[config.mk]
export PLATFORM = sky130hd
export DESIGN_NAME = gcd_seq_flat
export DESIGN_NICKNAME = d
export VERILOG_FILES = /design/src/rtl/gcd_pkg.sv /design/src/rtl/gcd_seq_if.sv /design/src/rtl/gcd_wdog.sv /design/src/rtl/gcd_seq.sv /design/src/flat_wrapper.sv
export SDC_FILE = /design/constraint.sdc
export NUM_CORES = 1
export LEC_CHECK = 0
export CAP_MARGIN = 10
export CELL_PAD_IN_SITES_DETAIL_PLACEMENT = 1
export CELL_PAD_IN_SITES_GLOBAL_PLACEMENT = 1
export CORE_UTILIZATION = 39
export CTS_CLUSTER_DIAMETER = 200
export DETAILED_ROUTE_END_ITERATION = 10
export HOLD_SLACK_MARGIN = 0.06
export MAX_ROUTING_LAYER = met4
export PLACE_DENSITY = 0.95
export SLEW_MARGIN = 20
export SYNTH_ARGS = -nofsm -noshare
export SYNTH_HDL_FRONTEND = slang
export SYNTH_SLANG_ARGS = --single-unit
[constraint.sdc]
create_clock -name clk -period 2.6 [get_ports clk]
set_input_delay 0.52 -clock clk [delete_from_list [all_inputs] [get_ports clk]]
set_output_delay 0.52 -clock clk [all_outputs]
set_load 0.02 [all_outputs]
[src/rtl/gcd_pkg.sv]
// Shared definitions for the gcd core, its operand sequencer and the benches:
// default parameters, sequencer state encodings and a small width helper.
package gcd_pkg;

  localparam int DEF_WIDTH      = 8;
  localparam int DEF_CLR_CYCLES = 3;
  localparam int DEF_TIMEOUT    = 64;

  // Sequencer state encodings.
  localparam logic [2:0] ST_IDLE  = 3'd0;
  localparam logic [2:0] ST_CLEAR = 3'd1;
  localparam logic [2:0] ST_ARM   = 3'd2;
  localparam logic [2:0] ST_WAIT  = 3'd3;
  localparam logic [2:0] ST_RESP  = 3'd4;

  typedef enum logic [2:0] {
    S_IDLE  = ST_IDLE,
    S_CLEAR = ST_CLEAR,
    S_ARM   = ST_ARM,
    S_WAIT  = ST_WAIT,
    S_RESP  = ST_RESP
  } seq_state_e;

  // Bits needed to count 0..n-1, never less than one.
  function automatic int cnt_width(input int n);
    return (n > 1) ? $clog2(n) : 1;
  endfunction

endpackage

[src/rtl/gcd_seq_if.sv]
// Operand and result valid/ready streams of the gcd sequencer.
// master = the party issuing operands and taking results; slave = gcd_seq.
interface gcd_seq_if #(
  parameter int WIDTH = gcd_pkg::DEF_WIDTH
);

  // Operand stream.
  logic             op_valid;
  logic             op_ready;
  logic [WIDTH-1:0] op_a;
  logic [WIDTH-1:0] op_b;

  // Result stream.
  logic             res_valid;
  logic             res_ready;
  logic [WIDTH-1:0] res_data;
  logic             res_err;

  modport master (
    output op_valid, op_a, op_b, res_ready,
    input  op_ready, res_valid, res_data, res_err
  );

  modport slave (
    input  op_valid, op_a, op_b, res_ready,
    output op_ready, res_valid, res_data, res_err
  );

endinterface

[src/rtl/gcd_wdog.sv]
// Clearable, saturating cycle counter used as the WAIT-state watchdog.
// expired is high during the cycle whose count brings the total to TIMEOUT,
// so the owner can react on the edge that ends the TIMEOUT-th counted cycle.
module gcd_wdog
  import gcd_pkg::*;
#(
  parameter int TIMEOUT = DEF_TIMEOUT
) (
  input  logic clk,
  input  logic rst_n,
  input  logic clr,
  input  logic en,
  output logic expired
);

  localparam int             CW    = $clog2(TIMEOUT + 1);
  localparam logic [CW-1:0]  LIMIT = CW'(TIMEOUT);
  localparam logic [CW-1:0]  LAST  = CW'(TIMEOUT - 1);

  logic [CW-1:0] count;

  assign expired = en && (count >= LAST);

  // Count enabled cycles, zero on clr, stick at LIMIT instead of wrapping.
  always_ff @(posedge clk or negedge rst_n) begin
    if (!rst_n) begin
      count <= '0;
    end else if (clr) begin
      count <= '0;
    end else if (en && (count != LIMIT)) begin
      count <= count + CW'(1);
    end
  end

endmodule

[src/rtl/gcd_seq.sv]
// Operand sequencer / result collector in front of the gcd core.
// Accepts an operand pair, clears and arms the core, waits for done (or a
// watchdog timeout) and returns the result over the result stream.
// Zero operands bypass the core entirely: gcd(0,x) = x = 0|x.
module gcd_seq
  import gcd_pkg::*;
#(
  parameter int WIDTH      = DEF_WIDTH,
  parameter int CLR_CYCLES = DEF_CLR_CYCLES,
  parameter int TIMEOUT    = DEF_TIMEOUT
) (
  input  logic             clk,
  input  logic             rst_n,
  gcd_seq_if.slave         ctl,
  output logic [WIDTH-1:0] core_a,
  output logic [WIDTH-1:0] core_b,
  output logic             core_clr_n,
  input  logic [WIDTH-1:0] core_out,
  input  logic             core_done,
  output logic             busy
);

  localparam int            CW       = cnt_width(CLR_CYCLES);
  localparam logic [CW-1:0] CLR_LAST = CW'(CLR_CYCLES - 1);

  seq_state_e    state;
  logic [CW-1:0] clr_cnt;
  logic          wdog_clr;
  logic          wdog_en;
  logic          wdog_expired;

  // Only the two handshake qualifiers decode state; everything else is a register.
  assign ctl.op_ready = (state == S_IDLE);
  assign busy         = (state != S_IDLE);

  // Watchdog is zeroed during the ARM settle cycle and runs only in WAIT.
  assign wdog_clr = (state == S_ARM);
  assign wdog_en  = (state == S_WAIT);

  gcd_wdog #(
    .TIMEOUT (TIMEOUT)
  ) u_wdog (
    .clk     (clk),
    .rst_n   (rst_n),
    .clr     (wdog_clr),
    .en      (wdog_en),
    .expired (wdog_expired)
  );

  // Sequencer FSM with registered core-control and result outputs.
  // NOTE: every register here uses <= so all of them update from the same
  // pre-edge values; blocking assignments would make later lines see new state.
  always_ff @(posedge clk or negedge rst_n) begin
    if (!rst_n) begin
      // NOTE: the operand/result registers are reset too, not just the state,
      // because their reset values are visible on ports and an aborted
      // operation must leave nothing behind.
      state         <= S_IDLE;
      clr_cnt       <= '0;
      core_a        <= '0;
      core_b        <= '0;
      core_clr_n    <= 1'b0;
      ctl.res_valid <= 1'b0;
      ctl.res_data  <= '0;
      ctl.res_err   <= 1'b0;
    end else begin
      case (state)
        S_IDLE: begin
          if (ctl.op_valid) begin
            core_a <= ctl.op_a;
            core_b <= ctl.op_b;
            if ((ctl.op_a == '0) || (ctl.op_b == '0)) begin
              ctl.res_data  <= ctl.op_a | ctl.op_b;
              ctl.res_err   <= 1'b0;
              ctl.res_valid <= 1'b1;
              state         <= S_RESP;
            end else begin
              clr_cnt <= '0;
              state   <= S_CLEAR;
            end
          end
        end

        S_CLEAR: begin
          if (clr_cnt == CLR_LAST) begin
            core_clr_n <= 1'b1;
            state      <= S_ARM;
          end else begin
            clr_cnt <= clr_cnt + CW'(1);
          end
        end

        // One settle cycle after releasing clear; core_done is not looked at.
        S_ARM: begin
          state <= S_WAIT;
        end

        // core_done is tested first so it wins over a same-cycle expiry.
        S_WAIT: begin
          if (core_done) begin
            ctl.res_data  <= core_out;
            ctl.res_err   <= 1'b0;
            ctl.res_valid <= 1'b1;
            core_clr_n    <= 1'b0;
            state         <= S_RESP;
          end else if (wdog_expired) begin
            ctl.res_data  <= '0;
            ctl.res_err   <= 1'b1;
            ctl.res_valid <= 1'b1;
            core_clr_n    <= 1'b0;
            state         <= S_RESP;
          end
        end

        S_RESP: begin
          if (ctl.res_ready) begin
            ctl.res_valid <= 1'b0;
            state         <= S_IDLE;
          end
        end

        default: begin
          core_clr_n    <= 1'b0;
          ctl.res_valid <= 1'b0;
          state         <= S_IDLE;
        end
      endcase
    end
  end

endmodule

[src/flat_wrapper.sv]
// flat-port wrapper written by rule: the top's interface ports become plain ports
module gcd_seq_flat import gcd_pkg::*;
#(
  parameter int WIDTH      = DEF_WIDTH,
  parameter int CLR_CYCLES = DEF_CLR_CYCLES,
  parameter int TIMEOUT    = DEF_TIMEOUT
)
  (clk, rst_n, core_a, core_b, core_clr_n, core_out, core_done, busy, ctl_op_valid, ctl_op_a, ctl_op_b, ctl_res_ready, ctl_op_ready, ctl_res_valid, ctl_res_data, ctl_res_err);
  gcd_seq_if #(.WIDTH(WIDTH)) ctl_i ();
  input  logic clk;
  input  logic rst_n;
  output logic [WIDTH-1:0] core_a;
  output logic [WIDTH-1:0] core_b;
  output logic core_clr_n;
  input  logic [WIDTH-1:0] core_out;
  input  logic core_done;
  output logic busy;
  input wire logic [$bits(ctl_i.op_valid)-1:0] ctl_op_valid;
  input wire logic [$bits(ctl_i.op_a)-1:0] ctl_op_a;
  input wire logic [$bits(ctl_i.op_b)-1:0] ctl_op_b;
  input wire logic [$bits(ctl_i.res_ready)-1:0] ctl_res_ready;
  output wire logic [$bits(ctl_i.op_ready)-1:0] ctl_op_ready;
  output wire logic [$bits(ctl_i.res_valid)-1:0] ctl_res_valid;
  output wire logic [$bits(ctl_i.res_data)-1:0] ctl_res_data;
  output wire logic [$bits(ctl_i.res_err)-1:0] ctl_res_err;
  assign ctl_i.op_valid = ctl_op_valid;
  assign ctl_i.op_a = ctl_op_a;
  assign ctl_i.op_b = ctl_op_b;
  assign ctl_i.res_ready = ctl_res_ready;
  assign ctl_op_ready = ctl_i.op_ready;
  assign ctl_res_valid = ctl_i.res_valid;
  assign ctl_res_data = ctl_i.res_data;
  assign ctl_res_err = ctl_i.res_err;
  gcd_seq #(.WIDTH(WIDTH), .CLR_CYCLES(CLR_CYCLES), .TIMEOUT(TIMEOUT)) u_core (.clk(clk), .rst_n(rst_n), .ctl(ctl_i), .core_a(core_a), .core_b(core_b), .core_clr_n(core_clr_n), .core_out(core_out), .core_done(core_done), .busy(busy));
endmodule
==> metrics.csv, run 1 <==
metric,value,unit
status,"finished, final reports clean",
CTS Root Cell,clkbuf_8,
Combinational Power Share,53.0,%
Internal Power,1.90,mW
RSZ-0062 raised after global routing,false,
Hold WS,0.341,ns
Port Buffers,57,
f_max,0.415,GHz
number of post-CTS setup repair buffers,0,
"delay-heaviest family, CP",buffers and inverters,
Synth async-reset ratio,100,%
r2r setup slk,0.39,ns
Starting Density,41.0,%
"Cell Area, Placed",2590,sq um
DP HPWL,4410,microns
CP Capture Type,primary output,
Worst-Margin Slew,0.906,ns
"Min Clock Period, post-route",2.41,ns
Clk pwr share,12.7,%
H-Tree Depth,2,
CP max stage delay,0.69,ns
GRT Total Usage,24.5,%
grt ovf,0,
via count,1588,
TNS Setup,0,ns
Final Wtd Congestion,0.807,
Setup Viol. Count Final,0,
Tcrit/Tclk final,92.7,%
Seq cells post-synth,39,
Sw Pwr,1.26,mW
die area,5290,sq um
CP cell instances,"nor3_2, clkdlybuf4s50_1",
IO Pins,58,
post-synth cell types,43,
"Cell Area, Synth",1950,sq um
Post-synth EDFFs,0,
Switching Share,39.9,%
CORE AREA,4750,sq um
total CTS buffers,5,
initial antenna violation count,0,
MaxCap Viol Count,0,
final instance area,2680,sq um
Worst slew margin,39.5,%
DR pass1 iterations,4,
"Net Count, Synth",205,
first-pass GRT wire length,9190,microns
clock sinks,39,
# hold bufs at CTS,0,
LEAKAGE,1.14,nW
Post-route DRC,0,
Pins Over Slew Limit,0,
ANT cells,0,
Crit path required time,2.08,ns
PwrDens,1180,nW/um^2
Mapped Cells,173,
P&R area growth vs syn,37.3,%
worst vdd ir,595,uV
Fill cells,516,
crit-path max FO,9,
vias in the first global route,1772,
Worst-Skew Late Latency,0.30,ns
type of the tightest min-delay check,input pin to async pin,
top post-synthesis cells by area,"dfrtp_1 50%, mux2_4 6.2%, mux2_1 5.8%",
Layout Nets,266,
Main synth FF type,dfrtp_1,
worst-case clock buffer depth,2,
Final ANT Viol Nets,0,
"Avg Cell Area, Syn",11.3,sq um
Die H,72.7,microns
synth warn,0,
clock-pin slew on the worst setup and hold paths,0.08,ns
"area leader, netlist",dfrtp_1,
crit path launch type,register,
Fin. Hold Viols,0,
Wirelength per Cell,18.8,microns
Initial DRC Count,68,
share of layout cells above drive strength 1,14.9,%
largest net degree at the start of global routing,40,
post-cts resize count,0,
Final Skew,0.0113,ns
critical path buffer and inverter count,1,
Synth top area share,50.0,%
Die Wd,72.7,microns
Crit Path Category,register to primary output,
TritonCTS clock tree,done,
Worst EP arrival,1.89,ns
CP max stage cell,clkdlybuf4s50_1,
routed wire length,5670,microns
"Seq/Total Area, Yosys",50.0,%
via/cell ratio,5.26,
Site Rows,25,
Seq pwr share,34.3,%
==> cells in the mapped netlist, types with 2 or more instances <==
library cell   n
nor2_1        20
dfrtp_1       39
nor4_1         5
a31oi_1        2
nand2_1        9
nand4_1        4
and3_1         2
xor2_1         4
buf_2          4
ha_1           3
a21oi_1       12
mux2_1        10
nor3_1         9
mux2_4         8
clkbuf_1       2
inv_1          6
mux2_2         7
xnor2_1        2
==> metrics by stage <==
step / util, % / cells / worst slack, ns / total power [mW]
after floorplan: - / 173 / 0.792 / 2.03
after global placement: 54.6 / 294 / 0.329 / 2.65
after detailed placement: 54.6 / 294 / 0.241 / 2.77
after CTS: 56.3 / 302 / 0.217 / 3.19
after global routing: 56.3 / 302 / 0.145 / 3.35
final: 56.3 / 302 / 0.189 / 3.16
==> layout by cell type (no fill, tap or decap), types with 2 or more instances in the layout <==
cell,instances
a21oi_1,12
a31oi_1,2
and3_1,2
buf_4,4
clkbuf_8,5
clkdlybuf4s50_1,56
clkinv_2,3
dfrtp_1,39
ha_1,3
inv_1,6
mux2_1,10
mux2_2,7
mux2_4,8
nand2_1,9
nand4_1,4
nor2_1,20
nor3_1,9
nor4_1,5
xnor2_1,2
xor2_1,4
==> power groups by stage <==
stage	registers, mW	logic [mW]	clock network, mW
finish	1.08	1.67	0.402
global route	1.12	1.79	0.440
CTS	1.08	1.69	0.415
detailed placement	1.09	1.69	0
global placement	1.06	1.59	0
floorplan	1.28	0.743	0
==> metal layers <==
layer,share of wire [%],GRT usage (%),vias up
met3,3.6,3.59,5
met5,0,-,-
met1,41,29.3,799
met2,54,42.6,43
met4,0.90,7.41,0
li1,-,-,741
==> cell type report <==
type | count | area (sq um) | share of cell area [%]
Clock buffer | 5 | 68.8 | 2.57
Inverter | 6 | 22.5 | 0.841
Sequential cell | 39 | 976 | 36.4
Timing Repair Buffer | 61 | 596 | 22.2
Multi-Input combinational cell | 121 | 917 | 34.2
Clock inverter | 3 | 15.0 | 0.560
Tap cell | 67 | 83.8 | 3.13
==> worst reg2reg max path: stages, from the launching register on <==
cell and delay, ns:
dfrtp_1 0.53, and3b_1 0.62, o211ai_2 0.26, and2_4 0.23, nand2_8 0.12, mux2_4 0.33
==> registers in the layout, summed over array words and instances, names as in the netlist <==
name and count:
u_core.state 3, u_core.ctl.res_valid 1, u_core.u_wdog.count 7, u_core.ctl.res_data 8, u_core.core_b 8, u_core.ctl.res_err 1
u_core.core_a 8, u_core.clr_cnt 2, u_core.core_clr_n 1
==> final timing paths <==
kind / from / to / cells past startpoint
max: u_core.state[1]$_DFFE_PN0P_ / ctl_op_ready / 2
min: rst_n / u_core.u_wdog.count[6]$_DFFE_PN0P_ / 1
max reg2reg: u_core.state[2]$_DFFE_PN0P_ / u_core.ctl.res_data[7]$_DFFE_PN0P_ / 5
min reg2reg: u_core.core_b[5]$_DFFE_PN0P_ / u_core.core_b[5]$_DFFE_PN0P_ / 1
max in group asynchronous: rst_n / u_core.core_b[2]$_DFFE_PN0P_ / 1
min in group clk: u_core.core_b[5]$_DFFE_PN0P_ / u_core.core_b[5]$_DFFE_PN0P_ / 1
==> logic make-up (layout without fill, tap and decap cells) <==
group	Yosys count	in the layout	synth area share, %
buf+inv	13	75	2.95
fa+ha+maj	4	4	2.44
xor+xnor	6	6	2.69
simple gates	61	61	17.6
compound gates	25	25	8.34
flops	39	39	50.0
mux	25	25	16.0
Note: power is estimated with default switching activity, not from simulation.
==> inputs of run 2 (changes only) <==
Settings changed: CORE_UTILIZATION 39 to 38, SYNTH_HIERARCHICAL set to 1.
==> run 2 against run 1 <==
Critical path type unchanged. Synthesized cell count grew 29%. Utilization decreased by 2.5 points. Sequential power decreased by 8%. Combinational power fell by 4%. Hold slack better by 0.018 ns. Maximum frequency increased by 0.66%. Sequential share of layout area decreased by 0.91 points. Register-to-register slack worse by 0.04 ns. Via count up 19%.
==> metrics.csv, run 2 <==
metric,value,unit
DP HPWL,4400,microns
grt ovf,0,
Hold WS,0.358,ns
Largest regs,"u_core/core_a: 8 flops, u_core/core_b: 8 flops, u_core/ctl.res_data: 8 flops",
clock sinks,39,
Layout Nets,314,
Synth top area share,48.3,%
first-pass GRT wire length,9450,microns
Synth Area in XOR/XNOR,0.867,%
Starting Density,39.5,%
Setup Viol. Count Final,0,
Worst-Margin Slew,0.903,ns
CP max stage delay,0.61,ns
Main synth FF type,dfrtp_1,
"Min Clock Period, post-route",2.40,ns
PwrDens,1100,nW/um^2
P&R area growth vs syn,36.1,%
post-cts resize count,0,
Seq cells post-synth,39,
synth warn,6,
Crit Path Category,register to primary output,
RSZ-0062 raised after global routing,false,
"Net Count, Synth",255,
Worst path depth,3,
critical path buffer and inverter count,2,
type of the tightest min-delay check,input pin to async pin,
Worst slew margin,39.8,%
"Seq/Total Area, Yosys",48.3,%
CTS Root Cell,clkbuf_8,
CP Capture Type,primary output,
Final ANT Viol Nets,0,
Die H,74.9,microns
"Cell Area, Synth",2020,sq um
"Avg Cell Area, Syn",9.06,sq um
worst reg2reg startpoint,u_core/state[2]$_DFFE_PN0P_,
"commonest non-fill, non-tap cells in the layout","59 x nand2_1, 56 x clkdlybuf4s50_1, 39 x dfrtp_1",
Post-Synth Adder-Cell Area,1.86,%
MaxCap Viol Count,0,
post-synthesis compound-gate area fraction,14.6,%
crit path launch type,register,
combined area of the multi-input logic cells,952,sq um
Die Wd,74.9,microns
Tcrit/Tclk final,92.1,%
Reg2Reg Depth,8,
H-Tree Depth,2,
post-synth cell types,40,
# hold bufs at CTS,0,
CP cell instances,"or3_1, inv_2, clkdlybuf4s50_1",
r2r setup slk,0.35,ns
Site Rows,26,
Post-synth EDFFs,0,
worst setup path end,ctl_op_ready,
Worst Setup SP,u_core/state[2]$_DFFE_PN0P_,
Synth async-reset ratio,100,%
largest net degree at the start of global routing,40,
"delay-heaviest family, CP",buffers and inverters,
IO Pins,58,
Worst-Skew Late Latency,0.29,ns
Final Wtd Congestion,0.821,
Post-Synth Simple-Gate Area,24.8,%
number of post-CTS setup repair buffers,0,
Fin. Hold Viols,0,
LEAKAGE,1.20,nW
total CTS buffers,5,
crit-path max FO,4,
share of layout cells above drive strength 1,11.0,%
Fill cells,612,
worst-case clock buffer depth,2,
via/cell ratio,5.36,
"most common cell after layout, fill and taps aside",nand2_1,
Wirelength per Cell,16.4,microns
Register Area,976,sq um
CORE AREA,5110,sq um
Crit path required time,2.08,ns
largest family of logic cells by synthesized area,simple AND/OR/NAND/NOR gates,
leading cell types by count after synthesis,"59 x nand2_1, 39 x dfrtp_1, 25 x a21oi_1",
status,"finished, final reports clean",
via count,1888,
Mapped Cells,223,
vias in the first global route,1981,
Final Skew,0.00705,ns
DR pass1 iterations,4,
GRT Total Usage,23.5,%
Pins Over Slew Limit,0,
clock-pin slew on the worst setup and hold paths,0.07,ns
routed wire length,5790,microns
TritonCTS clock tree,done,
initial antenna violation count,0,
Port Buffers,57,
f_max,0.417,GHz
ANT cells,0,
"area leader, netlist",dfrtp_1,
TNS Setup,0,ns
"count leader, synth",nand2_1,
Tot Pwr,3.03,mW
worst vdd ir,386,uV
Initial DRC Count,89,
mux cell area share after synthesis,5.02,%
Post-route DRC,0,
die area,5610,sq um
top post-synthesis cells by area,"dfrtp_1 48%, nand2_1 11%, a21oi_1 6.2%",
Worst EP arrival,1.88,ns
R2R Path End,u_core/ctl.res_data[2]$_DFFE_PN0P_,
CP max stage cell,clkdlybuf4s50_1,
-- run 2: cell types whose count changed in the layout (fill, tap and decap cells not counted), moves of 3 or more --
cell / delta
mux2_1: -10
o21ai_0: +5
a21oi_1: +13
nand2_1: +50
buf_4: +3
o211ai_1: +3
nor3_1: -5
mux2_4: -8
-- run 2: logic make-up after synthesis --
family          after synthesis
buf+inv                      19
fa+ha+maj                     3
mux                           9
flops                        39
xor+xnor                      2
compound gates               44
simple gates                107
-- run 2: area by class of cell --
type                       instances  share of cell area [%]
clock inverter                     1                   0.182
multi-input combinational        165                    34.7
inverter                           7                   0.956
timing repair buffer              64                    22.5
tap                               70                    3.19
clock buffer                       6                    3.01
sequential                        39                    35.5
-- run 2: per-layer routing --
| layer | global-route usage [%] | vias up | routed length, microns | part of all wire (%) |
|---|---|---|---|---|
| met3 | 5.62 | 9 | 334 | 5.8 |
| met2 | 40.0 | 55 | 2860 | 49 |
| met1 | 27.8 | 934 | 2530 | 44 |
| li1 | - | 890 | - | - |
| met5 | - | - | 0 | 0 |
| met4 | 6.29 | 0 | 64 | 1.1 |
-- run 2: worst min-delay path by stage --
stage          slack, ns                             to                          from
6_report            0.36   u_core/core_b[3]$_DFFE_PN0P_                         rst_n
5_1_grt             0.43  u_core/clr_cnt[1]$_DFFE_PN0P_                         rst_n
4_1_cts             0.38   u_core/core_b[2]$_DFFE_PN0P_                         rst_n
3_5_place_dp        0.47   u_core/core_b[5]$_DFFE_PN0P_  u_core/core_b[5]$_DFFE_PN0P_
3_3_place_gp        0.46   u_core/core_b[7]$_DFFE_PN0P_  u_core/core_b[7]$_DFFE_PN0P_
2_1_floorplan       0.22  u_core/clr_cnt[0]$_DFFE_PN0P_                         rst_n
-- run 2: metrics by stage --
step           std cells  setup WS, ns  utilization, %  instance area [sq um]
5_1_grt              352         0.150            53.8                   2750
6_report             352         0.205            53.8                   2750
4_1_cts              352         0.181            53.8                   2750
3_5_place_dp         345         0.205            52.1                   2660
2_1_floorplan        223         0.183               -                   2020
3_3_place_gp         345         0.322            52.1                   2660
-- run 2: power breakdown --
| group | leakage [nW] | total (mW) | internal (mW) | switching [mW] |
|---|---|---|---|---|
| sequential | 0.480 | 0.991 | 0.848 | 0.143 |
| combinational | 0.669 | 1.61 | 0.743 | 0.871 |
| clock | 0.0470 | 0.420 | 0.208 | 0.212 |
| total | 1.20 | 3.03 | 1.80 | 1.23 |
